`src/rtl/sig_gen_multi.sv`:
```
// Serialises a latched message onto one wire with a configurable bit period,
// length, bit order, repeat count and inter-repeat gap; abort cancels a transfer.
module sig_gen_multi #(
  parameter int MESSAGE_WIDTH = 16,
  parameter int BIT_PERIOD    = 1,
  parameter int GAP_CYCLES    = 0,
  parameter int REPEAT_WIDTH  = 4
) (
  input  logic                               clk_in,
  input  logic                               rst_in,
  input  logic [MESSAGE_WIDTH-1:0]           msg_in,
  input  logic [$clog2(MESSAGE_WIDTH+1)-1:0] len_in,
  input  logic                               lsb_first_in,
  input  logic [REPEAT_WIDTH-1:0]            repeat_in,
  input  logic                               trigger_in,
  input  logic                               abort_in,
  output logic                               data_out,
  output logic                               status_out,
  output logic                               done_out
);

  localparam int LW = $clog2(MESSAGE_WIDTH + 1);
  localparam int PW = (BIT_PERIOD > 1) ? $clog2(BIT_PERIOD) : 1;
  localparam int GW = (GAP_CYCLES > 1) ? $clog2(GAP_CYCLES) : 1;
  localparam logic [LW-1:0] LMAX = LW'(MESSAGE_WIDTH);
  localparam logic [PW-1:0] PLAST = PW'(BIT_PERIOD - 1);
  localparam logic [GW-1:0] GLAST =
    GW'((GAP_CYCLES > 0) ? GAP_CYCLES - 1 : 0);
  localparam logic [REPEAT_WIDTH-1:0] RONE = REPEAT_WIDTH'(1);

  typedef enum logic [1:0] {
    S_IDLE,
    S_SEND,
    S_GAP
  } state_t;

  state_t                    r_state;
  logic [MESSAGE_WIDTH-1:0]  r_msg;
  logic [LW-1:0]             r_len;
  logic                      r_lsb;
  logic [REPEAT_WIDTH-1:0]   r_rep;
  logic [LW-1:0]             r_idx;
  logic [PW-1:0]             r_per;
  logic [GW-1:0]             r_gap;
  logic                      r_data;
  logic                      r_busy;
  logic                      r_done;

  logic [LW-1:0] w_len;
  logic          w_first;
  logic          w_next;
  logic          w_restart;
  logic          w_last_bit;
  logic          w_per_end;

  // k-th transmitted bit of an L-bit message in the chosen order
  function automatic logic bit_at(
    input logic [MESSAGE_WIDTH-1:0] m,
    input logic [LW-1:0]            l,
    input logic                     lsb,
    input logic [LW-1:0]            k
  );
    logic [LW-1:0]            p;
    logic [MESSAGE_WIDTH-1:0] s;
    p = lsb ? k : l - k - LW'(1);
    s = m >> p;
    return s[0];
  endfunction

  assign w_len = (len_in == '0 || len_in > LMAX) ? LMAX : len_in;
  assign w_first = bit_at(msg_in, w_len, lsb_first_in, '0);
  assign w_next = bit_at(r_msg, r_len, r_lsb, r_idx + LW'(1));
  assign w_restart = bit_at(r_msg, r_len, r_lsb, '0);
  assign w_last_bit = (r_idx == r_len - LW'(1));
  assign w_per_end = (r_per == PLAST);

  always_ff @(posedge clk_in or negedge rst_in) begin
    if (!rst_in) begin
      r_state <= S_IDLE;
      r_msg   <= '0;
      r_len   <= '0;
      r_lsb   <= 1'b0;
      r_rep   <= '0;
      r_idx   <= '0;
      r_per   <= '0;
      r_gap   <= '0;
      r_data  <= 1'b0;
      r_busy  <= 1'b0;
      r_done  <= 1'b0;
    end else begin
      r_done <= 1'b0;
      unique case (r_state)
        S_IDLE: begin
          r_data <= 1'b0;
          r_busy <= 1'b0;
          if (trigger_in && !abort_in) begin
            r_state <= S_SEND;
            r_msg   <= msg_in;
            r_len   <= w_len;
            r_lsb   <= lsb_first_in;
            r_rep   <= (repeat_in == '0) ? RONE : repeat_in;
            r_idx   <= '0;
            r_per   <= '0;
            r_data  <= w_first;
            r_busy  <= 1'b1;
          end
        end
        S_SEND: begin
          if (abort_in) begin
            r_state <= S_IDLE;
            r_data  <= 1'b0;
            r_busy  <= 1'b0;
          end else if (!w_per_end) begin
            r_per <= r_per + PW'(1);
          end else begin
            r_per <= '0;
            if (!w_last_bit) begin
              r_idx  <= r_idx + LW'(1);
              r_data <= w_next;
            end else if (r_rep != RONE) begin
              r_rep <= r_rep - RONE;
              r_idx <= '0;
              if (GAP_CYCLES == 0) begin
                r_data <= w_restart;
              end else begin
                r_state <= S_GAP;
                r_gap   <= '0;
                r_data  <= 1'b0;
              end
            end else begin
              r_state <= S_IDLE;
              r_data  <= 1'b0;
              r_busy  <= 1'b0;
              r_done  <= 1'b1;
            end
          end
        end
        S_GAP: begin
          if (abort_in) begin
            r_state <= S_IDLE;
            r_data  <= 1'b0;
            r_busy  <= 1'b0;
          end else if (r_gap == GLAST) begin
            r_state <= S_SEND;
            r_per   <= '0;
            r_data  <= w_restart;
          end else begin
            r_gap <= r_gap + GW'(1);
          end
        end
        default: begin
          r_state <= S_IDLE;
          r_data  <= 1'b0;
          r_busy  <= 1'b0;
        end
      endcase
    end
  end

  assign data_out   = r_data;
  assign status_out = r_busy;
  assign done_out   = r_done;

endmodule

```
`config.mk`:
```
export PLATFORM = sky130hd
export DESIGN_NAME = sig_gen_multi
export DESIGN_NICKNAME = d
export VERILOG_FILES = /design/src/rtl/sig_gen_multi.sv
export SDC_FILE = /design/constraint.sdc
export NUM_CORES = 1
export LEC_CHECK = 0
export ABC_AREA = 1
export BUFFER_PORTS_ARGS = -buffer_cell sky130_fd_sc_hd__buf_2
export CORE_UTILIZATION = 40
export CTS_CLUSTER_SIZE = 30
export DETAILED_ROUTE_END_ITERATION = 10
export RECOVER_POWER = 25
export SYNTH_ARGS = -nofsm -noshare
export SYNTH_HDL_FRONTEND = slang
export SYNTH_SLANG_ARGS = --single-unit
```
`constraint.sdc`:
```
create_clock -name clk_in -period 3.1 [get_ports clk_in]
set_clock_uncertainty 0.15 [all_clocks]
set_input_delay 0.62 -clock clk_in [delete_from_list [all_inputs] [get_ports clk_in]]
set_output_delay 0.62 -clock clk_in [all_outputs]
set_load 0.01 [all_outputs]
```
Word-level counts from Yosys, hierarchy flattened

Cells that the tools add are included.

Bits in registers: 38
Bits of input ports: 30
Output and inout bits: 3
Word-level logic and storage cells: 109

$add $sub $neg: 8
Order comparisons: 1
Eq/ne operators: 17
Shift-type cells: 3
Muxes and demuxes: 52
Bitwise logic cells: 1
Reductions and logical operators: 16

Operator list:

| operator              | number |
|---|---|
| $shr A16 B5 Y1        | 3 |
| $mux W5               | 9 |
| $mux W1               | 24 |
| $mux W4               | 6 |
| $ne A2 B2 Y1 const B  | 8 |
| $ne A3 B3 Y1 const B  | 5 |
| $reduce_and A5 Y1     | 3 |
| $sub A5 B1 Y5 const B | 3 |
| $mux W2               | 7 |
| $pmux W5 S2           | 1 |
| $pmux W1 S3           | 3 |
| $pmux W4 S2           | 1 |
| $pmux W2 S3           | 1 |
| $reduce_and A2 Y1     | 3 |
| $reduce_and A6 Y1     | 1 |
| $add A5 B1 Y5 const B | 1 |
| $eq A5 B5 Y1          | 1 |
| $gt A5 B5 Y1 const B  | 1 |
| $logic_not A5 Y1      | 1 |
| $sub A5 B5 Y5         | 1 |
| $logic_not A4 Y1      | 1 |
| $ne A4 B1 Y1 const B  | 1 |
| $reduce_and A4 Y1     | 1 |
| $sub A4 B1 Y4 const B | 1 |
| other kinds (10)      | 11 |

Longest topological paths before layout

Gate-level depths: netlist (run 1).

Word-level depth: 9
Mapped depth: 15

Worst setup path before layout (run 1)

Ideal clock, no wire load.

Path type: input to register
Start: input len_in[0]
End: register r_data, in the netlist data_out
Setup time: 0.117 ns
Arrival time: 2.578 ns
Data required time: 2.833 ns
Setup slack: 0.255 ns
Stages: 13
Buffers on the path: 0
Cells stage by stage: or4_1 > ha_1 > inv_1 > nand2_1 > ha_1 > nor2_1 > inv_1 > a21oi_1 > o21ai_0 > nand3_1 > nand4_1 > nand3_1 > nand2_1

Longest elaborated chain between the ends: 8
Elaborated cells between the ends (all ways): 9
Classes of those cells: add/sub: 1; order compare: 1; shift: 1; mux: 4; reduce/logical: 2

Ends and longest elaborated chain:

| element                                          | RTL line | source |
|---|---|---|
| from (decl)                                      | 12       | `input logic [$clog2(MESSAGE_WIDTH+1)-1:0] len_in,` |
| $gt A5 B5 Y1 or $logic_not A5 Y1 (tied branches) | 70       | `assign w_len = (len_in == '0 \|\| len_in > LMAX) ? LMAX : len_in;` |
| $logic_or A1 B1 Y1                               | 70       |  |
| $mux W5 *                                        | 70       |  |
| $sub A5 B1 Y5 *                                  | 65       | `p = lsb ? k : l - k - LW'(1);` |
| $mux W5 *                                        | 65       |  |
| $shr A16 B5 Y1 *                                 | 66       | `s = m >> p;` |
| $mux W1 *                                        | 96       | `if (trigger_in && !abort_in) begin` |
| $pmux W1 S3 *                                    | 92       | `unique case (r_state)` |
| to (signal assigned)                             | 104      | `r_data <= w_first;` |
| to (signal assigned)                             | 119      | `r_data <= w_next;` |
| to (signal assigned)                             | 124      | `r_data <= w_restart;` |
| to (decl)                                        | 45       | `logic r_data;` |

Mark *: on every way between the ends. The rest lies on a longest branch, timed or not.
A chain may end at the register's enable or synchronous reset.

Worst setup path after layout (run 1)

Ends and elaborated chain as after synthesis.

==> impl_metrics.env, run 1 <==
export IMPL_synthToLayoutAreaGrowth_pct=13.1
export IMPL_power_switching_mw=0.755
export IMPL_status="finished, violations left"
export IMPL_startpoint_type="primary input"
export IMPL_yosysUniqueCellTypes=29
export IMPL_finalMaxSlewViolations=36
export IMPL_antenna_found_initial=0
export IMPL_cts_buffers=5
export IMPL_synth_edf_count=0
export IMPL_final_period_utilization_pct=89.3
export IMPL_post_place_ws_ns=0.00759
export IMPL_post_drt_wl_per_cell_um=12.9
export IMPL_synth_top_area_share_pct=34.2
export IMPL_failed_checks="capacitance limit, slew limit"
export IMPL_synth_xor_area_share_pct=4.11
export IMPL_hold_depth=2
export IMPL_dr_pass1_iters=4
export IMPL_power_density_nw_per_um2=608
export IMPL_die_x_um=82.0
export IMPL_maxCapViolations=1
export IMPL_cts_tree="yes"
export IMPL_synth_top_family_by_area="simple AND/OR/NAND/NOR gates"
export IMPL_root_buffer="clkbuf_8"
export IMPL_postCtsSetupBuffers=0
export IMPL_swShare_pct=43.0
export IMPL_cts_max_level=2
export IMPL_syn_area_um2=2560
export IMPL_yosysSeqAreaShare_pct=34.2
export IMPL_p_clk_share_pct=20.4
export IMPL_dp_hpwl_mm=4.97
export IMPL_rows=28
export IMPL_drc=0
export IMPL_grt_pass1_wl_mm=11.0
export IMPL_cts_sinks=35
export IMPL_worst_slack_ns=0.333
export IMPL_synth_top_cell_by_area="dfrtp_1"
export IMPL_crit_path_end_kind="flop"
export IMPL_pwr_share_seq_pct=36.2
export IMPL_hold_path_end="r_msg[10]$_DFFE_PN0P_"
export IMPL_synth_area_top_cells="dfrtp_1 34%, nand2_1 19%, nand3_1 11%"
export IMPL_hp_start="r_msg[10]$_DFFE_PN0P_"
export IMPL_synth_ff_type="dfrtp_1"
export IMPL_cp_arrival_ns=2.81
export IMPL_synth_simple_area_share_pct=36.7
export IMPL_async_reset_ff_share_pct=100
export IMPL_synthCells=381
export IMPL_port_buffers=32
export IMPL_io_pins=33
export IMPL_antenna_cells=0
export IMPL_avgSynthCellArea_um2=6.71
export IMPL_nets=456
export IMPL_ant_nets=0
export IMPL_dieArea_um2=6720
export IMPL_p_comb_share_pct=43.4
export IMPL_grt_max_degree=36
export IMPL_tns_ns=0
export IMPL_gp_congestion=0.924
export IMPL_r2r_end="data_out$_DFF_PN0_"
export IMPL_cp_max_fo=7
export IMPL_finalSetupViolations=0
export IMPL_hold_viol=0
export IMPL_worst_pin_slew_ns=1.91
export IMPL_core_region_area_um2=6060
export IMPL_r2r_slack_ns=0.45
export IMPL_p_total_mw=1.76
export IMPL_muxShareOfSynthArea_pct=0
export IMPL_drt_iter0_markers=122
export IMPL_overflow=0
export IMPL_synth_seq_cells=35
export IMPL_clock_latency_ns=0.29
export IMPL_synth_compound_area_share_pct=10.9
export IMPL_clockBufferDepth=2
export IMPL_intPower_mw=1.00
export IMPL_synthAdderAreaFrac_pct=5.68
export IMPL_grt_pass1_vias=2348
export IMPL_yosysWarnings=0
export IMPL_grt_usage_pct=21.7
export IMPL_hold_buffers=0
export IMPL_ff2ff_path_depth=13
export IMPL_reg2reg_from="r_idx[0]$_DFFE_PN0P_"
export IMPL_hp_class="flop to flop"
export IMPL_cts_resized=0
export IMPL_final_layout_size_suffix_gt1_share_pct=13.9
export IMPL_die_h_um=82.0
export IMPL_vias=2478
export IMPL_viasPerCell=5.05
export IMPL_synthesis_nets=422
export IMPL_period_needed_ns=2.77
export IMPL_holdWs_ns=0.355
export IMPL_initial_utilization_pct=42.2
export IMPL_layout_commonest_cell="nand2_1"
export IMPL_leakage_nw=1.53
export IMPL_vdd_drop_max_v=0.000262
export IMPL_path_class="primary input to flop"
export IMPL_slew_headroom_pct=-27.1
export IMPL_wirelength_mm=6.35
export IMPL_rsz0062_at_grt="false"
export IMPL_clk_pin_slew_ns=0.08
export IMPL_layout_common_cells="131 x nand2_1, 56 x nand3_1, 44 x inv_1"
export IMPL_required_ns=3.14
export IMPL_clock_fmax_ghz=0.361
metal layers:
layer	up-vias	GRT usage (%)	routed length, µm
li1	1298	-	-
met1	1115	28.8	3160
met2	57	35.3	2840
met3	8	4.56	254
met4	0	6.49	87
met5	-	0	0
state kept, by name, indices dropped and copies added, names as in the netlist:
signal and count:
done_out 1, r_rep 4, r_lsb 1, r_idx 5
r_state 1, r_msg 16, status_out 1, data_out 1
r_len 5
layout make-up:
cell class              instances  area (µm²)
inverters                      46         173
clock buffers                   6        82.6
fillers                       671        3170
clock inverters                 2        16.3
multi-input cells             292        1470
well taps                      75        93.8
flip-flops and latches         35         876
repair buffers                 35         181
cell usage after synthesis, types with 2 or more instances:
cell type and n:
ha_1 10, nor3_1 2, nand3_1 56, buf_4 2, nand2_2 8, o21ai_1 3
inv_1 44, xor2_1 11, o211ai_1 2, nor2_1 10, nor2_2 2, a21oi_1 11
inv_2 2, buf_2 2, clkbuf_1 4, nand4_1 2, nand2_1 131, o21ai_0 34
dfrtp_1 35
critical path: stages:
cell     delay [ns]
buf_2          0.10
or4_1          0.51
ha_1           0.28
inv_1          0.12
nand2_1        0.09
ha_1           0.29
nor2_1         0.12
inv_1          0.13
a21oi_1        0.14
o21ai_0        0.11
nand3_1        0.09
nand4_1        0.08
nand3_1        0.08
nand2_1        0.05
metrics by stage:
step,area (µm²),util [%],std cells
floorplan,2560,-,381
global placement,2790,46.1,483
detailed placement,2790,46.1,483
CTS,2890,47.7,491
global route,2890,47.7,491
finish,2890,47.7,491
power by group through the flow:
stage	combinational (mW)	clock [mW]	sequential, mW
after global routing	0.892	0.390	0.648
after CTS	0.765	0.368	0.634
final	0.762	0.359	0.636
after detailed placement	0.760	0	0.642
after global placement	0.753	0	0.640
after floorplan	0.594	0	0.607
kinds of logic after synthesis:
logic type / after synthesis
AO/OA/AOI/OAI: 53
XOR/XNOR: 12
adder cells (fa/ha/maj): 11
buffers and inverters: 54
flip-flops: 35
AND/OR/NAND/NOR: 216
worst max-delay path by stage:
stage / start / endpoint / slack [ns] / cells after the start
final: len_in[0] / data_out$_DFF_PN0_ / 0.33 / 14
after global routing: len_in[0] / data_out$_DFF_PN0_ / 0.05 / 14
after CTS: len_in[0] / data_out$_DFF_PN0_ / 0.33 / 14
after detailed placement: len_in[0] / data_out$_DFF_PN0_ / 0.008 / 14
after global placement: len_in[0] / data_out$_DFF_PN0_ / 0.10 / 14
after floorplan: len_in[0] / data_out$_DFF_PN0_ / 0.26 / 13
Power figures use the tool's default switching activity.
==> run 2: changes to the inputs <==
ABC_AREA = unset   (was 1)
==> run 2 against run 1 <==
The run still ends with capacitance limit, slew limit left. Critical endpoint unchanged. Sequential power down 1%. Critical path type unchanged. Largest cell class unchanged. Area after synthesis is 2.5% higher. Fmax shrank 6.8%. Clock-buffer cell count shrank 1.
==> impl_metrics.env, run 2 <==
export IMPL_layout_commonest_cell="nand2_1"
export IMPL_place_area_um2=3080
export IMPL_post_place_ws_ns=-0.229
export IMPL_crit_path_end_kind="flop"
export IMPL_gp_congestion=0.860
export IMPL_clock_fmax_ghz=0.337
export IMPL_cpPeakStageDelay_ns=0.55
export IMPL_fin_area_um2=3210
export IMPL_drt_iter0_markers=110
export IMPL_crit_chain="buf_2 -> or4_4 -> ha_4 -> nand2b_4 -> ha_4 -> inv_2 -> mux4_2 -> nand3_1 -> o211a_1 -> a211o_1 -> o311ai_1"
export IMPL_initial_utilization_pct=41.3
export IMPL_grt_pass1_wl_mm=11.4
export IMPL_antenna_cells=0
export IMPL_port_buffers=32
export IMPL_required_ns=3.11
export IMPL_grt_use_met1_pct=28.6
export IMPL_synth_seq_cells=35
export IMPL_finalSetupViolations=0
export IMPL_synth_area_top_cells="dfrtp_1 33%, nand2_1 12%, ha_1 4.8%"
export IMPL_swShare_pct=39.9
export IMPL_die_h_um=83.0
export IMPL_post_drt_wl_per_cell_um=15.2
export IMPL_yosysSeqAreaShare_pct=33.4
export IMPL_cp_max_fo=5
export IMPL_p_comb_share_pct=51.7
export IMPL_finalMaxSlewViolations=36
export IMPL_ant_nets=0
export IMPL_grt_usage_pct=20.9
export IMPL_cts_buffers=5
export IMPL_drc=0
export IMPL_async_reset_ff_share_pct=100
export IMPL_io_pins=33
export IMPL_clockBufferDepth=2
export IMPL_nets=409
export IMPL_grt_use_met2_pct=33.3
export IMPL_p_total_mw=1.97
export IMPL_synth_common_cells="87 x nand2_1, 35 x dfrtp_1, 20 x o21ai_0, 17 x inv_1"
export IMPL_syn_area_um2=2620
export IMPL_overflow=0
export IMPL_p_clk_share_pct=16.4
export IMPL_top_regs="r_msg: 16 flops, r_idx: 5 flops, r_len: 5 flops"
export IMPL_failed_checks="capacitance limit, slew limit"
export IMPL_wirelength_mm=6.76
export IMPL_worst_pin_slew_ns=1.85
export IMPL_clk_pin_slew_ns=0.08
export IMPL_largest_reg_flops=16
export IMPL_rsz0062_at_grt="false"
export IMPL_yosysWarnings=0
export IMPL_hp_class="flop to flop"
export IMPL_largest_register="r_msg"
export IMPL_synth_top_area_share_pct=33.4
export IMPL_crit_slowest_cell="or4_4"
export IMPL_synthCells=312
export IMPL_synthToLayoutAreaGrowth_pct=22.2
export IMPL_hold_viol=0
export IMPL_worst_path_buf_inv=2
export IMPL_hold_buffers=0
export IMPL_dieArea_um2=6880
export IMPL_cts_tree="yes"
export IMPL_yosysMostFrequentCell="nand2_1"
export IMPL_yosysUniqueCellTypes=58
export IMPL_pwr_share_seq_pct=31.9
export IMPL_final_period_utilization_pct=95.8
export IMPL_leakage_nw=1.56
export IMPL_antenna_found_initial=0
export IMPL_status="finished, violations left"
export IMPL_intPower_mw=1.18
export IMPL_layout_common_cells="87 x nand2_1, 35 x dfrtp_1, 32 x buf_2"
export IMPL_worst_path_dominant_cell_family="simple AND/OR/NAND/NOR gates"
export IMPL_dp_hpwl_mm=5.24
export IMPL_final_layout_size_suffix_gt1_share_pct=24.9
export IMPL_synthesis_nets=353
export IMPL_rows=29
export IMPL_maxCapViolations=1
export IMPL_slew_headroom_pct=-23.3
export IMPL_synth_ff_type="dfrtp_1"
export IMPL_root_buffer="clkbuf_8"
export IMPL_dr_pass1_iters=5
export IMPL_synth_top_cell_by_area="dfrtp_1"
export IMPL_die_x_um=83.0
export IMPL_power_density_nw_per_um2=614
export IMPL_power_switching_mw=0.785
export IMPL_period_needed_ns=2.97
export IMPL_cts_sinks=35
export IMPL_core_region_area_um2=6350
export IMPL_grt_pass1_vias=2297
export IMPL_synth_edf_count=0
export IMPL_crit_top_cell="ha_4"
export IMPL_vdd_drop_max_v=0.000290
export IMPL_worst_slack_ns=0.130
export IMPL_viasPerCell=5.37
export IMPL_cp_arrival_ns=2.98
export IMPL_clock_latency_ns=0.29
export IMPL_grt_max_degree=36
export IMPL_startpoint_type="primary input"
export IMPL_path_class="primary input to flop"
export IMPL_use_met3_pct=3.88
export IMPL_cts_max_level=2
export IMPL_grt_busiest_layer="met2"
export IMPL_avgSynthCellArea_um2=8.41
export IMPL_vias=2393
run 2: cell count changes in the layout (fill, tap and decap cells not counted), sizes merged, moves of 7 or more:
cell | previous run | this run
xnor2 | 1 | 9
nand3 | 56 | 5
mux2i | 0 | 12
inv | 46 | 19
buf | 34 | 60
and3 | 0 | 7
nor3b | 0 | 7
nand2 | 139 | 87
nor4 | 0 | 7
o21ai | 38 | 20
run 2: cell families after synthesis:
group	synth area share, %
AO/OA/AOI/OAI	14.9
XOR/XNOR	6.44
adder cells (fa/ha/maj)	5.53
buffers and inverters	4.96
flip-flops	33.4
multiplexers	8.30
AND/OR/NAND/NOR	26.4
run 2: area by class of cell:
class / count / area (µm²)
Clock buffer: 5 / 68.8
Clock inverter: 3 / 15.0
Fill cell: 610 / 3140
Inverter: 19 / 71.3
Multi-Input combinational cell: 246 / 1700
Sequential cell: 35 / 876
Tap cell: 77 / 96.3
Timing Repair Buffer: 61 / 374
run 2: repair_timing:
action                                  in CTS  in global routing
gates resized for setup                      2                  7
cloned                                       0                  1
endpoints found under the setup margin       1                  1
setup buffers                                0                  1
pin swaps                                    1                  3
run 2: power groups by stage:
stage               logic, mW  clock network, mW  registers [mW]
finish                   1.02              0.322           0.628
global route             1.13              0.348           0.642
CTS                     0.979              0.330           0.627
global placement        0.952                  0           0.632
floorplan               0.689                  0           0.602
detailed placement      0.967                  0           0.633
run 2: worst paths after layout:
check / from / end / slack, ns / depth (start not counted)
worst min-delay path: r_msg[4]$_DFFE_PN0P_ / r_msg[4]$_DFFE_PN0P_ / 0.36 / 2
min in group asynchronous: rst_in / r_msg[9]$_DFFE_PN0P_ / 0.68 / 1
worst min register to register: r_msg[4]$_DFFE_PN0P_ / r_msg[4]$_DFFE_PN0P_ / 0.36 / 2
worst max register to register: r_idx[0]$_DFFE_PN0P_ / data_out$_DFF_PN0_ / 0.17 / 11
max in group asynchronous: rst_in / r_rep[2]$_DFFE_PN0P_ / 1.06 / 1
worst max-delay path: len_in[0] / data_out$_DFF_PN0_ / 0.13 / 11
run 2: worst reg2reg max path: stages (launching register included):
cell and delay (ns):
dfrtp_1 0.39, ha_2 0.22, xor2_2 0.22, inv_2 0.06, ha_1 0.32, xnor2_2 0.21, buf_4 0.18, and3_1 0.17
nor4_1 0.06, a2111oi_1 0.44, mux2i_1 0.16, o311ai_1 0.26
run 2: through the flow:
| step | hold slack (ns) | setup TNS (ns) | utilization (%) | instances |
|---|---|---|---|---|
| global route | 0.387 | 0 | 50.5 | 446 |
| floorplan | 0.174 | 0 | - | 312 |
| global placement | 0.329 | -0.178 | 48.5 | 436 |
| finish | 0.357 | 0 | 50.5 | 446 |
| CTS | 0.298 | 0 | 49.9 | 444 |
| detailed placement | 0.338 | -0.229 | 48.5 | 436 |
run 2: routing by layer:
metal	part of all wire (%)	routed length, µm
met1	48	3250
met5	0	0
met3	3.3	222
met4	1.3	90
met2	47	3200
